==> config.mk <==
export PLATFORM = sky130hd
export DESIGN_NAME = sync_fifo
export DESIGN_NICKNAME = d
export VERILOG_FILES = /design/src/rtl/fifo_pkg.sv /design/src/rtl/bram.sv /design/src/rtl/sync_fifo.sv
export SDC_FILE = /design/constraint.sdc
export NUM_CORES = 1
export LEC_CHECK = 0
export ABC_AREA = 0
export CELL_PAD_IN_SITES_DETAIL_PLACEMENT = 1
export CELL_PAD_IN_SITES_GLOBAL_PLACEMENT = 1
export CORE_AREA = 3 3 168 170
export CTS_CLUSTER_DIAMETER = 100
export DETAILED_ROUTE_END_ITERATION = 6
export DIE_AREA = 0 0 171 173
export PLACE_DENSITY_LB_ADDON = 0.2
export RECOVER_POWER = 50
export SETUP_SLACK_MARGIN = 0.15
export SYNTH_ARGS = -nofsm -noshare
export SYNTH_HDL_FRONTEND = slang
export SYNTH_HIERARCHICAL = 1
export SYNTH_SLANG_ARGS = --single-unit
==> constraint.sdc <==
create_clock -name clk -period 4.94 [get_ports clk]
set_input_delay 0.988 -clock clk [delete_from_list [all_inputs] [get_ports clk]]
set_output_delay 0.988 -clock clk [all_outputs]
set_load 0.01 [all_outputs]
==> src/rtl/fifo_pkg.sv <==
// Shared sizing helpers and defaults for the FIFO family.
// Pointer width is $clog2(DEPTH); the count is one bit wider so that it can hold DEPTH itself.
package fifo_pkg;

  localparam int DEFAULT_DEPTH = 8;
  localparam int DEFAULT_WIDTH = 32;

  function automatic int addr_width(input int depth);
    return (depth > 1) ? $clog2(depth) : 1;
  endfunction

  function automatic int count_width(input int depth);
    return $clog2(depth) + 1;
  endfunction

endpackage

==> src/rtl/bram.sv <==
// Simple dual-port block RAM: port A writes (read-first), port B is a registered read port.
// Outputs are not reset; contents persist across controller resets.
module bram
  import fifo_pkg::*;
#(
  parameter int DEPTH = DEFAULT_DEPTH,
  parameter int WIDTH = DEFAULT_WIDTH
) (
  input  logic                          clk,
  input  logic                          wea,
  input  logic [addr_width(DEPTH)-1:0]  addra,
  input  logic [WIDTH-1:0]              dina,
  output logic [WIDTH-1:0]              douta,
  input  logic                          rd,
  input  logic [addr_width(DEPTH)-1:0]  addrb,
  output logic [WIDTH-1:0]              doutb
);

  logic [WIDTH-1:0] mem [DEPTH];

  always_ff @(posedge clk) begin
    if (wea) begin
      mem[addra] <= dina;
    end
    douta <= mem[addra];
  end

  // Read-first: a port-B read of a slot being written this edge returns the old word.
  always_ff @(posedge clk) begin
    if (rd) begin
      doutb <= mem[addrb];
    end
  end

endmodule

==> src/rtl/sync_fifo.sv <==
// First-word-fall-through synchronous FIFO built around a dual-port bram.
// The read address looks one slot ahead on a pop so the RAM output always tracks the head.
module sync_fifo
  import fifo_pkg::*;
#(
  parameter int DEPTH = DEFAULT_DEPTH,
  parameter int WIDTH = DEFAULT_WIDTH
) (
  input  logic                           clk,
  input  logic                           rst_n,
  input  logic                           wr_valid,
  output logic                           wr_ready,
  input  logic [WIDTH-1:0]               wr_data,
  output logic                           rd_valid,
  input  logic                           rd_ready,
  output logic [WIDTH-1:0]               rd_data,
  output logic [count_width(DEPTH)-1:0]  count,
  output logic                           full,
  output logic                           empty
);

  localparam int AW = addr_width(DEPTH);
  localparam int CW = count_width(DEPTH);

  if (DEPTH < 2 || (DEPTH & (DEPTH - 1)) != 0) begin : g_depth_check
    $error("sync_fifo: DEPTH must be a power of two and at least 2");
  end

  logic [AW-1:0]    wr_ptr;
  logic [AW-1:0]    rd_ptr;
  logic [AW-1:0]    rd_addr;
  logic             push;
  logic             pop;
  logic             rd_valid_nxt;
  logic [WIDTH-1:0] douta_unused;

  assign full         = (count == CW'(DEPTH));
  assign empty        = (count == '0);
  assign wr_ready     = !full;
  assign push         = wr_valid && wr_ready;
  assign pop          = rd_valid && rd_ready;
  assign rd_addr      = pop ? rd_ptr + AW'(1) : rd_ptr;
  // A word pushed this edge is not yet readable from the RAM, so only count-pop matters.
  assign rd_valid_nxt = (count - CW'(pop)) != '0;

  always_ff @(posedge clk or negedge rst_n) begin
    if (!rst_n) begin
      wr_ptr   <= '0;
      rd_ptr   <= '0;
      count    <= '0;
      rd_valid <= 1'b0;
    end else begin
      if (push) begin
        wr_ptr <= wr_ptr + AW'(1);
      end
      if (pop) begin
        rd_ptr <= rd_ptr + AW'(1);
      end
      case ({push, pop})
        2'b10:   count <= count + CW'(1);
        2'b01:   count <= count - CW'(1);
        default: count <= count;
      endcase
      rd_valid <= rd_valid_nxt;
    end
  end

  bram #(
    .DEPTH (DEPTH),
    .WIDTH (WIDTH)
  ) u_bram (
    .clk   (clk),
    .wea   (push),
    .addra (wr_ptr),
    .dina  (wr_data),
    .douta (douta_unused),
    .rd    (1'b1),
    .addrb (rd_addr),
    .doutb (rd_data)
  );

endmodule

## Word-level counts from Yosys, hierarchy flattened

Memories as Yosys holds them, arrays and structs flattened. A register that Yosys moved wholly into a read port is not among the register bits.
Index checks and enable logic that the tools add are counted.

| cells by class | value |
|---|---|
| multiplexer cells | 4 |
| $add $sub $neg | 5 |
| reduce and logical (&&, ||, !) cells | 6 |
| equal/unequal tests | 3 |

Operators with widths:

| cell | number |
|---|---|
| 4-bit one-hot mux with 2 select lines | 1 |
| 3-bit by 1-bit adder with 3-bit output (second input constant) | 2 |
| 4-bit by 1-bit adder with 4-bit output (second input constant) | 1 |
| 4-bit == test (second input constant) | 1 |
| 4-bit zero test | 1 |
| 4-bit nonzero test | 1 |
| 4-bit by 1-bit subtractor with 4-bit output | 1 |
| 4-bit by 1-bit subtractor with 4-bit output (second input constant) | 1 |
| 3-bit 2-to-1 mux | 1 |
| 2-bit by 1-bit == test with 1-bit output (second input constant) | 1 |
| 2-bit == test (second input constant) | 1 |
| 1-bit logical AND | 2 |
| 1-bit 2-to-1 mux | 2 |
| 2-bit nonzero test | 1 |
| 1-bit zero test | 1 |

| storage, ports and cells | value |
|---|---|
| RAM bits | 256 |
| input port bits | 36 |
| memories kept | 1 |
| register bits | 11 |

Memories:

| memory | depth | bits a word | rd ports | clocked after memory_dff | write ports | line | source |
|---|---|---|---|---|---|---|---|
| u_bram.mem | 8 | 32 | 1 | 1 | 1 | bram.sv:19 | `logic [WIDTH-1:0] mem [DEPTH];` |

## Depth between registers and ports, before layout

| logic depth | value |
|---|---|
| depth after elaboration | 5 |
| mapped depth | 7 |

## Hierarchy

The synthesis kept the hierarchy.

By module, submodules not included:

| module | area an instance (um^2) | cells each | times used |
|---|---|---|---|
| bram | 13,524.2 | 670 | 1 |
| sync_fifo | 655.6 | 59 | 1 |

## Worst setup path after synthesis

OpenSTA, ideal clock, no wires.

| timing path | value |
|---|---|
| kind | input port to flip-flop |
| from | input port wr_valid |
| to | memory u_bram/mem[0][0] in the netlist's numbering (enable) |
| library setup time | 0.461 ns |
| data arrival time | 3.404 ns |
| setup slack | 1.074 ns |
| path buffers | 0 |
| stages | 4 |
| path through | nand2_4 > inv_1 > nand2b_1 > nor3_1 |

| between the ends | value |
|---|---|
| cells in the longest elaborated chain, start to end | 3 |

RTL lines:

| what | line | source |
|---|---|---|
| start, declared | sync_fifo.sv:11 | `input logic wr_valid,` |
| 1-bit logical AND | sync_fifo.sv:40 | `assign push = wr_valid && wr_ready;` |
| net push | sync_fifo.sv:32 | `logic push;` |
| 1-bit 2-to-1 mux | bram.sv:22 | `if (wea) begin` |
| 1-bit 2-to-1 mux (not written as such) | bram.sv:23 | `mem[addra] <= dina;` |
| end, declared | bram.sv:19 |  |

The timed path passes the listed nets, and every way through them passes these cells.

## Worst setup path after layout

| timing path | value |
|---|---|
| from | input port wr_valid |
| to | memory u_bram/mem[2][11] in the netlist's numbering (enable) |

Same word-level chain as after synthesis.

==> key figures <==
Power and ir drop
  • Max IR drop VDD: 0.578 mV
  • Pwr Total: 8.73 mW
  • Leakage: ~4.7 nW
  • Pwr Density: about 630 nW/µm²

Timing
  • Fin. max-slew vios: 16
  • Min Tclk post-route: 3.47 ns
  • Final Hold Viols: 0
  • Final setup viols: 0
  • Final Worst Setup Slack: 1.47 ns
  • Slew Limit Headroom: -15.0%
  • Worst slew pin tran: 1.72 ns
  • RSZ-0062 raised after global routing: no
  • Tcrit/Tclk final: between 70 and 80%
  • FMAX: between 0.2 and 0.3 GHz
  • Worst Clk Skew: 0.0127 ns
  • Worst hold slack: about 0.5 ns
  • Setup tns final: 0 ns

Clock tree
  • CTS H-tree lvls: 1
  • TritonCTS Buffers: 31
  • Post-CTS setup buffers: 0
  • Clock slew at reported path FFs: about 0.060 ns
  • Post-CTS sizing: 0
  • CTS sink cnt: between 200 and 300
  • Clock tree root driver cell: clkbuf_16
  • CTS tree: done
  • Clock tree buffer depth: 3
  • Hold Buf Count CTS: 0
  • Clk_lat worst skew: approximately 0.54 ns

GRT
  • First-pass GRT wire length: approximately 34,000 µm
  • GRT overflow: 0
  • Vias in the first global route: ~5,700
  • Largest net degree at the start of global routing: 66
  • Initial antenna violation count: 2
  • GRT Total Usage: 15.0%

Synth
  • Post-Syn Area: around 12,000 µm²
  • Synth Area per Inst: between 20 and 25 µm²
  • Post-synthesis cell count: between 400 and 500
  • Synth Warn #: 6

Finish
  • Area delta synth->final: 20.1%
  • Layout Nets: roughly 650
  • Most frequent cells in the layout: edfxtp_1, dlygate4sd3_1, mux4_1
  • Antenna Cells: 0
  • Layout cell share with drive strength beyond 1: just over 20%
  • Commonest non-fill, non-tap cell in the layout: edfxtp_1

Floorplanning
  • Die outline width: around 170 µm
  • Die Height: between 150 and 200 µm
  • Die ar.: 29,600 µm²
  • Core Area: approximately 27,000 µm²
  • I/O pins: 76
  • Site Rows: 60
  • Initial Util: between 40% and 50%

Detailed routing
  • Vias/cell: 5.20
  • Iter 0 DRT Violations: roughly 290
  • Met1 WL: 9600 µm
  • Remaining antenna violation count: 0
  • Top Metal Used: met5
  • Met3 WL: approximately 760 µm
  • Total Wirelength: approximately 22,000 µm
  • DR WL/cell: between 20 and 25 µm
  • Met2 WL: 11,200 µm
  • Via count: between 5,000 and 6,000
  • Drc violations: 0
  • Drt pass-1 iters: 4

Place
  • Post-detail-place hpwl: about 13,000 µm
  • Dpl ws: ~1.4 ns
  • Port Buffers: 75
  • GPL Wtd Cong: about 0.72

Setup path
  • CP max FO: 15
  • Launch point of the worst path: wr_valid
  • Worst EP required: 5.17 ns
  • Register-to-Register Path Depth: 6
  • Worst reg2reg endpoint: u_bram/mem[2][11]
  • Reg2Reg Setup Slack: about 1.7 ns
  • CP arrival: approximately 3.7 ns
  • Worst setup SP type: input port
  • Kind of critical path: in -> reg
  • FF-to-FF Start: count[3]
  • Critical Path Sink: u_bram/mem[2][11]
  • Critical path endpoint category: flip-flop

Outcome
  • Outcome: finished with violations
  • Failing checks: max-capacitance violations, max-slew violations

Min path
  • Worst min path class: reg -> reg

Run
  • Maxcap violations: 1
## state kept, by name, summed over array words and instances (netlist names)
name	flops
u_bram/mem	256
u_bram/doutb	32
count	4
rd_ptr	3
wr_ptr	3
rd_valid	1
## worst min-delay path by stage
stage	startpoint	endpoint	depth (start not counted)
4_1_cts	wr_ptr[2]	wr_ptr[2]	1
5_1_grt	rd_ptr[2]	rd_ptr[2]	1
3_5_place_dp	rd_ptr[2]	rd_ptr[2]	1
3_3_place_gp	wr_ptr[2]	wr_ptr[2]	1
2_1_floorplan	wr_ptr[2]	wr_ptr[2]	1
6_report	wr_ptr[2]	wr_ptr[2]	1
## layout make-up
cell class	count	area, µm²
Clock inverter	15	146
Inverter	8	30.0
Multi-Input combinational cell	180	2520
Clock buffer	43	861
Timing Repair Buffer	91	908
Fill cell	2389	13100
Tap cell	341	427
Sequential cell	299	8920
## where the power goes
part | internal (mW) | switching (mW) | total (mW) | leakage, nW
Sequential | 3.42 | 0.184 | 3.60 | 2.76
Clock | 1.36 | 0.898 | 2.26 | 0.496
Combinational | 1.53 | 1.33 | 2.86 | 1.41
## worst max-delay path, cell delays in order
cell	delay [ns]
dlygate4sd3_1	0.55
nand2_1	0.14
inv_1	0.11
nand2b_1	0.16
nor2_1	1.32
buf_4	0.41
## layer usage
| layer | GRT usage (%) | vias up |
|---|---|---|
| met4 | 3.45 | 4 |
| met2 | 25.6 | 95 |
| met3 | 2.58 | 36 |
| met1 | 20.2 | 2679 |
| li1 | - | 2264 |
| met5 | 0 | - |
## stage by stage
step | cell area, µm² | instances | util (%)
finish | 13800 | 977 | 51.4
global route | 13800 | 977 | 51.4
CTS | 13800 | 977 | 51.5
detailed placement | 12800 | 919 | 47.8
global placement | 12800 | 919 | 47.8
floorplan | 11600 | 519 | -
(Power assumes the default switching activity.)
